### src/rtl/muldiv_seq.sv
// Iterative multiply/divide unit: shift-add multiply and restoring divide,
// one bit per cycle, with signed/unsigned modes and divide-by-zero detection.
module muldiv_seq #(
    parameter int WIDTH = 32
) (
    input  logic             clk,
    input  logic             reset,
    input  logic             mult_start,
    input  logic             div_start,
    input  logic             is_signed,
    input  logic [WIDTH-1:0] op_a,
    input  logic [WIDTH-1:0] op_b,
    output logic             busy,
    output logic             done,
    output logic             div_zero,
    output logic [WIDTH-1:0] hi,
    output logic [WIDTH-1:0] lo
);

    localparam int CW = $clog2(WIDTH);

    typedef enum logic [2:0] {
        IDLE,
        MUL_ITER,
        DIV_ITER,
        FIXUP,
        DONE
    } state_t;

    state_t             state;
    logic [2*WIDTH-1:0] prod;
    logic [WIDTH-1:0]   opnd;
    logic [WIDTH:0]     rem;
    logic [WIDTH-1:0]   quo;
    logic               neg_q;
    logic               neg_r;
    logic               op_div;
    logic               dz;
    logic [CW-1:0]      cnt;

    logic               sa;
    logic               sb;
    logic [WIDTH-1:0]   mag_a;
    logic [WIDTH-1:0]   mag_b;
    logic [WIDTH:0]     add_sum;
    logic [WIDTH+1:0]   trial;
    logic               take;
    logic [2*WIDTH-1:0] prod_fix;
    logic [WIDTH-1:0]   quo_fix;
    logic [WIDTH-1:0]   rem_fix;
    logic               last_iter;

    // Magnitudes stay WIDTH-bit unsigned so |MIN_INT| needs no extra bit.
    always_comb begin
        sa        = is_signed & op_a[WIDTH-1];
        sb        = is_signed & op_b[WIDTH-1];
        mag_a     = sa ? (~op_a + 1'b1) : op_a;
        mag_b     = sb ? (~op_b + 1'b1) : op_b;
        add_sum   = {1'b0, prod[2*WIDTH-1:WIDTH]} + (prod[0] ? {1'b0, opnd} : '0);
        trial     = {rem, quo[WIDTH-1]} - {2'b00, opnd};
        take      = ~trial[WIDTH+1];
        prod_fix  = neg_q ? (~prod + 1'b1) : prod;
        quo_fix   = neg_q ? (~quo + 1'b1) : quo;
        rem_fix   = neg_r ? (~rem[WIDTH-1:0] + 1'b1) : rem[WIDTH-1:0];
        last_iter = (cnt == CW'(WIDTH - 1));
    end

    assign busy     = (state != IDLE);
    assign done     = (state == DONE);
    assign div_zero = (state == DONE) && dz;

    always_ff @(posedge clk or posedge reset) begin
        if (reset) begin
            state  <= IDLE;
            prod   <= '0;
            opnd   <= '0;
            rem    <= '0;
            quo    <= '0;
            neg_q  <= 1'b0;
            neg_r  <= 1'b0;
            op_div <= 1'b0;
            dz     <= 1'b0;
            cnt    <= '0;
            hi     <= '0;
            lo     <= '0;
        end else begin
            case (state)
                IDLE: begin
                    dz <= 1'b0;
                    if (mult_start) begin
                        opnd   <= mag_a;
                        prod   <= {{WIDTH{1'b0}}, mag_b};
                        neg_q  <= sa ^ sb;
                        neg_r  <= 1'b0;
                        op_div <= 1'b0;
                        cnt    <= '0;
                        state  <= MUL_ITER;
                    end else if (div_start) begin
                        if (op_b == '0) begin
                            dz    <= 1'b1;
                            state <= DONE;
                        end else begin
                            opnd   <= mag_b;
                            quo    <= mag_a;
                            rem    <= '0;
                            neg_q  <= sa ^ sb;
                            neg_r  <= sa;
                            op_div <= 1'b1;
                            cnt    <= '0;
                            state  <= DIV_ITER;
                        end
                    end
                end
                MUL_ITER: begin
                    // Add into the upper half, then shift the whole register right.
                    prod <= {add_sum, prod[WIDTH-1:1]};
                    cnt  <= cnt + 1'b1;
                    if (last_iter) state <= FIXUP;
                end
                DIV_ITER: begin
                    rem <= take ? trial[WIDTH:0] : {rem[WIDTH-1:0], quo[WIDTH-1]};
                    quo <= {quo[WIDTH-2:0], take};
                    cnt <= cnt + 1'b1;
                    if (last_iter) state <= FIXUP;
                end
                FIXUP: begin
                    if (op_div) begin
                        hi <= rem_fix;
                        lo <= quo_fix;
                    end else begin
                        hi <= prod_fix[2*WIDTH-1:WIDTH];
                        lo <= prod_fix[WIDTH-1:0];
                    end
                    state <= DONE;
                end
                DONE: begin
                    state <= IDLE;
                end
                default: begin
                    state <= IDLE;
                end
            endcase
        end
    end

endmodule

### config.mk
export PLATFORM = sky130hd
export DESIGN_NAME = muldiv_seq
export DESIGN_NICKNAME = d
export VERILOG_FILES = /design/src/rtl/muldiv_seq.sv
export SDC_FILE = /design/constraint.sdc
export NUM_CORES = 1
export LEC_CHECK = 0
export CAP_MARGIN = 10
export CORE_ASPECT_RATIO = 0.5
export CORE_MARGIN = 1.5
export CORE_UTILIZATION = 46
export CTS_BUF_LIST = sky130_fd_sc_hd__clkbuf_8
export DETAILED_ROUTE_END_ITERATION = 16
export GPL_TIMING_DRIVEN = 0
export PLACE_DENSITY = 0.68
export SETUP_SLACK_MARGIN = 0.02
export SLEW_MARGIN = 10
export SYNTH_ARGS = -nofsm -noshare
export SYNTH_HDL_FRONTEND = slang
export SYNTH_SLANG_ARGS = --single-unit
### constraint.sdc
create_clock -name clk -period 7.1 [get_ports clk]
set_clock_uncertainty 0.1 [all_clocks]
set_input_delay 0.71 -clock clk [delete_from_list [all_inputs] [get_ports clk]]
set_output_delay 0.71 -clock clk [all_outputs]
set_load 0.05 [all_outputs]
**After elaboration in Yosys (flattened, before gate mapping)**

Index checks and enable logic that the tools add are counted.

- Register bits: 237
- Input bits: 69
- Output and inout port bits: 67
- Word-level logic and storage cells: 99

- Add/sub/neg operators: 8
- Eq/ne operators: 13
- Multiplexer cells: 43
- Bitwise operators: 9
- Reductions and logical operators: 14

Operators with widths:

| kind | count |
|---|---|
| $mux W32 | 13 |
| $mux W33 | 4 |
| $add A32 B1 Y32 const B | 4 |
| $mux W64 | 2 |
| $not A32 Y32 | 4 |
| $pmux W64 S2 | 1 |
| $pmux W33 S2 | 1 |
| $add A64 B1 Y64 const B | 1 |
| $not A64 Y64 | 1 |
| $pmux W32 S2 | 1 |
| $sub A34 B32 Y34 | 1 |
| $add A32 B32 Y33 | 1 |
| $logic_not A32 Y1 | 1 |
| $mux W5 | 3 |
| $mux W1 | 12 |
| $mux W3 | 4 |
| $ne A2 B2 Y1 const B | 5 |
| $pmux W5 S2 | 1 |
| $pmux W3 S3 | 1 |
| $reduce_bool A2 Y1 | 4 |
| $eq A3 B2 Y1 const B | 2 |
| $ne A3 B3 Y1 const B | 2 |
| $reduce_and A3 Y1 | 2 |
| $add A5 B1 Y5 const B | 1 |
| 13 further kinds | 15 |

**Logic depth before layout (Yosys ltp)**

Gate-level depths: netlist of run 1.

- Word-level depth: 7
- Gate-level depth with buffers: 15
- Depth with buffers taken out: 14

**Worst setup path after synthesis of run 1**

Ideal clock, no wire load.

- Kind: register to register
- Start: register prod[0]
- End: register prod[61]
- Setup time: 0.135 ns
- Arrival time: 3.286 ns
- Data required time: 6.865 ns
- Setup slack: 3.579 ns
- Stages on the path, launching flop included: 16
- Path buffers: 1
- Clock period less this slack: 3.521 ns
- Path through: dfrtp_1 > clkinv_1 > clkbuf_1 > nor2_1 > ha_1 > inv_1 > fa_1 > nor2b_1 > o2111ai_1 > a311oi_1 > o21ai_1 > o31ai_1 > o21ai_1 > o2111ai_1 > xnor2_1 > o21ai_0

- Cells in the longest elaborated chain, start to end: 3

Ends and longest elaborated chain:

| item | line | text |
|---|---|---|
| start: declaration | 31 | `logic [2*WIDTH-1:0] prod;` |
| start signal: assignment | 92 | `prod <= {{WIDTH{1'b0}}, mag_b};` |
| start signal: assignment | 116 | `prod <= {add_sum, prod[WIDTH-1:1]};` |
| $mux W32 | 59 | `add_sum = {1'b0, prod[2*WIDTH-1:WIDTH]} + (prod[0] ? {1'b0, opnd} : '0);` |
| $add A32 B32 Y33 | 59 |  |
| $pmux W64 S2 | 87 | `case (state)` |

Every way passes these cells.
A chain may end at the register's enable or synchronous reset.

**Worst setup path after layout of run 1**

Ends and elaborated chain as after synthesis.

==> flow_metrics.tcl, run 1 <==
set metrics [dict create \
    cp.arrival_ps 5310 \
    port_buffers 134 \
    io_pins 136 \
    nets 2477 \
    slowest_delay_ps 630 \
    setup.worst_path.class "reg -> reg" \
    period_share_pct 70.0 \
    htreeDepth 2 \
    slowest_stage "o31ai_1" \
    setup_slack_ps 2130 \
    ir_worst_vdd_v 0.000241 \
    status "finished clean" \
    dp_hpwl_mm 53.9 \
    synth_flop_cell "dfrtp_1" \
    cap_viol_max_count 0 \
    grt.busiest_layer "met2" \
    ys_types 80 \
    start_util_pct 46.9 \
    critPathMaxFanout 10 \
    rows 50 \
    yosys_warnings 0 \
    clockRootBuffer "clkbuf_8" \
    setup_viol 0 \
    tns_ps 0 \
    timing.rr.start "prod[0]" \
    synth.net_count 2293 \
    rsz0062_at_grt "no" \
    clock.fmax_mhz 201 \
    fin_crit_ps 4970 \
    dp_cells 2788 \
    p_leak_nw 8.59 \
    cp-end-kind "flop" \
    synthToLayoutAreaGrowth_pct 17.0 \
    ys_seq_elements 237 \
    grt-ovfl-total 0 \
    place_ws_ps 2110 \
    via_count 17900 \
    tightest_slew_ps 1190 \
    core_um2 37500 \
    post_cts_buffers 0 \
    grt_pass1_wl_mm 102 \
    die_h_um 141 \
    routedWlPerCell_um 24.1 \
    finalHoldViolCount 0 \
    layout_common_cells "245 x nand2_1, 239 x o21ai_0, 237 x dfrtp_1" \
    cts_buffers 39 \
    gr-usage-met1_pct 48.2 \
    drc_errors 0 \
    grt_use_met2_pct 50.0 \
    maxSlewViolCount 0 \
    totalWireLength_mm 68.7 \
    synth-edff-count 0 \
    grt_antenna_before_repair 0 \
    instances_no_fill 2855 \
    crit_required_ps 7440 \
    path_cells "clkinv_1, clkbuf_1, nor2_1, ha_1, inv_1, fa_1, nor2b_1, o2111ai_1, a311oi_1, o21ai_1, o31ai_1, o21ai_1, o2111ai_1, xnor2_1, o21ai_0" \
    cts.sinks 237 \
    path_delay_family "compound AO/OA/AOI/OAI gates" \
    ant_nets 0 \
    path_buf_inv 3 \
    grtUsageMet3_pct 10.7 \
    first_pass_iters 5 \
    gp_congestion 1.00 \
    cts_tree "yes" \
    hold_class "in -> async" \
    grt_start_max_net_pins 36 \
    clock_latency_ps 610 \
    clockBufferDepth 3 \
    grt.total_usage_pct 34.5 \
    seq_area_frac_synth_pct 33.8 \
    syn_area_um2 17600 \
    async_flop_share_pct 100 \
    die_w_um 279 \
    startpoint_type "flop" \
    drt_iter0_drc 2064 \
    first_global_vias 16300 \
    power_density_nw_per_um2 567 \
    maxSlewHeadroom_pct 20.7 \
    dieArea_um2 39400 \
    clk_pin_slew_ps 70 \
    crit_path_start "prod[0]" \
    syn_inst 2151 \
    drive_gt1_share_pct 5.55 \
    layout_commonest_cell "nand2_1" \
    routed_via_density 6.28 \
    syn_area_per_cell_um2 8.16 \
    cts_hold_buffers 0 \
    ctsResizeCount 0 \
]
==> synthesized netlist by cell type (5+ instances only) <==
master	instances	share of area, %
o221ai_1	20	1.0
or2_2	7	0.25
nor2_1	151	3.2
a211oi_1	6	0.26
a21o_1	29	1.2
o21a_1	7	0.30
a21oi_1	167	4.8
o21bai_1	8	0.34
nand3_1	88	2.5
o211ai_1	5	0.21
nor4_2	5	0.36
ha_1	71	5.1
nand3b_1	6	0.26
or3_1	21	0.75
o21ai_0	239	6.8
a22oi_1	40	1.7
xor2_1	101	5.0
buf_1	8	0.17
o31ai_2	5	0.36
and3_1	10	0.36
a222oi_1	6	0.34
a311oi_1	6	0.30
mux2i_1	25	1.4
or4_1	23	0.98
nand4_1	15	0.53
nand2_1	245	5.2
nor4_1	11	0.39
nor3b_1	9	0.38
inv_1	73	1.6
and2_1	13	0.46
nor3_1	30	0.85
xnor2_1	125	6.2
o41ai_1	19	0.95
o22ai_1	5	0.18
a2111oi_0	8	0.40
nor2b_1	8	0.28
a221o_1	8	0.46
o2111ai_1	6	0.30
o21ai_1	34	0.97
nand2b_1	15	0.53
a31oi_1	17	0.61
dfrtp_1	237	34
clkbuf_1	103	2.2
buf_2	14	0.40
o31ai_1	42	1.8
==> worst reg2reg max path, cell delays in order (launching register included) <==
cell and delay (ps):
dfrtp_1 480, clkinv_1 300, clkbuf_1 400, nor2_1 190
ha_1 230, inv_1 70, fa_1 420, nor2b_1 170
o2111ai_1 190, a311oi_1 510, o21ai_1 260, o31ai_1 630
o21ai_1 290, o2111ai_1 350, xnor2_1 150, o21ai_0 80
==> layer usage <==
metal / wire (um) / vias up
met5: 0 / -
met4: 2530 / 0
met3: 7960 / 159
met2: 28500 / 909
met1: 29700 / 8712
li1: - / 8157
==> layout make-up <==
type | count | area, um2
Antenna cell | 1 | 2.50
Inverter | 75 | 285
Tap cell | 494 | 618
Clock buffer | 51 | 702
Fill cell | 3597 | 16900
Timing Repair Buffer | 143 | 1520
Clock inverter | 15 | 130
Multi-Input combinational cell | 1711 | 10800
Buffer | 128 | 507
Sequential cell | 237 | 5930
==> worst paths after layout <==
check | slack, ps | depth (start not counted) | endpoint
setup reg to reg | 2130 | 15 | prod[61]
hold / removal | 310 | 2 | prod[33]
hold reg to reg | 370 | 2 | hi[22]
setup / recovery | 2130 | 15 | prod[61]
max in group asynchronous | 5380 | 6 | quo[16]
min in group clk | 370 | 2 | hi[22]
==> sequential cells by signal, summed over array words and instances, names as in the netlist <==
name	cells
prod	64
rem	33
hi	32
lo	32
opnd	32
quo	32
cnt	5
state	3
dz	1
neg_q	1
neg_r	1
op_div	1
==> kinds of logic (layout without fill, tap and decap cells) <==
logic type,Yosys count,in the layout,share of synthesized area [%]
buffers and inverters,203,412,4.49
xor gates and xnor gates,226,226,11.3
DFF,237,237,33.8
adders and majority gates,73,73,5.29
AOI/OAI and AO/OA,708,708,25.1
muxes,28,28,1.68
and+or+nand+nor,676,676,18.4
other,0,1,0
==> power by group <==
group	switching (mW)	leakage, nW	internal (mW)
clock	0.638	0.449	0.719
combinational	4.92	5.15	2.65
sequential	0.751	2.99	1.96
==> metrics by stage <==
| step | util (%) | hold slack (ps) | total power, mW | cell area [um2] |
|---|---|---|---|---|
| after floorplan | - | 342 | 7.64 | 17600 |
| after global placement | 52.1 | 353 | 9.99 | 19500 |
| after detailed placement | 52.6 | 357 | 10.1 | 19700 |
| after CTS | 54.8 | 304 | 11.4 | 20500 |
| after global routing | 54.8 | 311 | 12.4 | 20500 |
| final | 54.8 | 312 | 11.6 | 20500 |
Power figures use the tool's default switching activity.
==> inputs of run 2 (changes only) <==
==> constraint.sdc (replaced) <==
create_clock -name clk -period 4.2 [get_ports clk]
set_clock_uncertainty 0.1 [all_clocks]
set_input_delay 0.42 -clock clk [delete_from_list [all_inputs] [get_ports clk]]
set_output_delay 0.42 -clock clk [all_outputs]
set_load 0.05 [all_outputs]
==> run 2 against run 1 <==
Global-route usage is essentially flat. Combinational power grew 69%. Non-clock buffer count decreased by 1. Power rose by 70%.
==> flow_metrics.tcl, run 2 (synthesis gave the netlist of run 1 again) <==
set metrics [dict create \
    routed_via_density 6.25 \
    slowest_delay_ps 710 \
    layout_commonest_cell "nand2_1" \
    via_count 17800 \
    maxSlewHeadroom_pct 31.7 \
    totalWireLength_mm 68.9 \
    cap_viol_max_count 0 \
    die_h_um 141 \
    startpoint_type "flop" \
    instances_no_fill 2854 \
    finalPower_mw 19.7 \
    grt_antenna_before_repair 1 \
    drive_gt1_share_pct 6.23 \
    layout_common_cells "245 x nand2_1, 239 x o21ai_0, 236 x dfrtp_1" \
    fin_util_pct 55.0 \
    setup.worst_path.class "reg -> reg" \
    htreeDepth 2 \
    crit_required_ps 4540 \
    rows 50 \
    reg.largest.list "prod: 64 flops, rem: 33 flops" \
    cts.sinks 237 \
    setup_slack_ps 0.720 \
    tns_ps 0 \
    clock_latency_ps 610 \
    path_delay_family "simple AND/OR/NAND/NOR gates" \
    first_pass_iters 6 \
    regMostFlops "prod" \
    clock.fmax_mhz 238 \
    tightest_slew_ps 1020 \
    postPlaceCellArea_um2 19700 \
    largest_reg_flops 64 \
    path_cells "clkbuf_1, or4_1, nor4_1, nand4_1, nand4bb_1, buf_2, o31ai_1, xor2_1, nor2_1, a21oi_1, a21oi_1" \
    p_leak_nw 8.61 \
    first_global_vias 16300 \
    grt-ovfl-total 0 \
    grt.total_usage_pct 34.5 \
    path_buf_inv 2 \
    gp_congestion 1.00 \
    core_um2 37500 \
    grt_start_max_net_pins 36 \
    dp_hpwl_mm 53.9 \
    drt_iter0_drc 2133 \
    finalHoldViolCount 0 \
    drc_errors 0 \
    place_ws_ps -574 \
    ant_nets 0 \
    maxSlewViolCount 0 \
    fin_crit_ps 4200 \
    setup_viol 0 \
    clockRootBuffer "clkbuf_8" \
    cts_tree "yes" \
    grt_pass1_wl_mm 102 \
    port_buffers 134 \
    clockBufferDepth 3 \
    dieArea_um2 39400 \
    reg2reg_slack_ps 0.7 \
    ir_worst_vdd_v 0.000409 \
    critPathMaxFanout 10 \
    slowest_stage "nor4_1" \
    cp-end-kind "flop" \
    nets 2476 \
    start_util_pct 46.9 \
    stdcell_area_um2 20600 \
    power_density_nw_per_um2 957 \
    hold_class "in -> async" \
    io_pins 136 \
    holdWs_ps 26.8 \
    nFillCells 3590 \
    routedWlPerCell_um 24.1 \
    cts_hold_buffers 0 \
    status "finished clean" \
    cp.arrival_ps 4540 \
    clk_pin_slew_ps 70 \
    die_w_um 279 \
    cts_buffers 39 \
    critPathMostFrequentCell "a21oi_1" \
    dp_cells 2788 \
    synthToLayoutAreaGrowth_pct 17.4 \
    period_share_pct 100 \
    post_cts_buffers 0 \
]
run 2: changes by cell type in the layout (fill, tap and decap cells not counted), sizes merged:
| cell | delta |
|---|---|
| clkbuf | -1 |
| clkinvlp | +1 |
| inv | -1 |
run 2: area by class of cell:
cell class	instances	area, um2	area share [%]
Tap cell	494	618	3.00
Timing Repair Buffer	143	1520	7.38
Inverter	75	290	1.41
Buffer	127	512	2.48
Antenna cell	1	2.50	0.0121
Multi-Input combinational cell	1711	10900	52.9
Clock inverter	15	130	0.631
Sequential cell	237	5930	28.8
Clock buffer	51	702	3.41
run 2: worst reg2reg max path: stages, from the launching register on:
cell       delay [ps]
dfrtp_1           360
clkbuf_1          180
or4_1             550
nor4_1            710
nand4_1           560
nand4bb_1         390
buf_2             270
o31ai_1           300
xor2_1            170
nor2_1             50
a21oi_1           270
a21oi_1           110
run 2: power breakdown:
group          internal [mW]  switching [mW]
registers               3.32            1.28
clock network           1.22            1.08
logic                   4.48            8.35
total                   9.02            10.7
run 2: path summary, 6_finish.rpt:
path | depth (start not counted) | end | start
worst max-delay path | 11 | hi[31] | prod[3]
worst min-delay path | 2 | prod[33] | reset
worst max register to register | 11 | hi[31] | prod[3]
worst min register to register | 2 | hi[22] | hi[22]
max in group asynchronous | 6 | quo[16] | reset
min in group clk | 3 | state[0] | mult_start
run 2: layer usage:
layer  track usage, %  vias to the layer above  routed length, um
met5                0                        -                  0
met4             12.0                        0               2410
met3             10.4                      147               7820
met2             50.2                      887              28600
met1             48.4                     8661              30000
li1                 -                     8147                  -
run 2: repair_timing:
action | 4_1_cts | 5_1_grt
pin swaps | 0 | 2
endpoints found under the setup margin | 17 | 72
resized for setup | 10 | 13
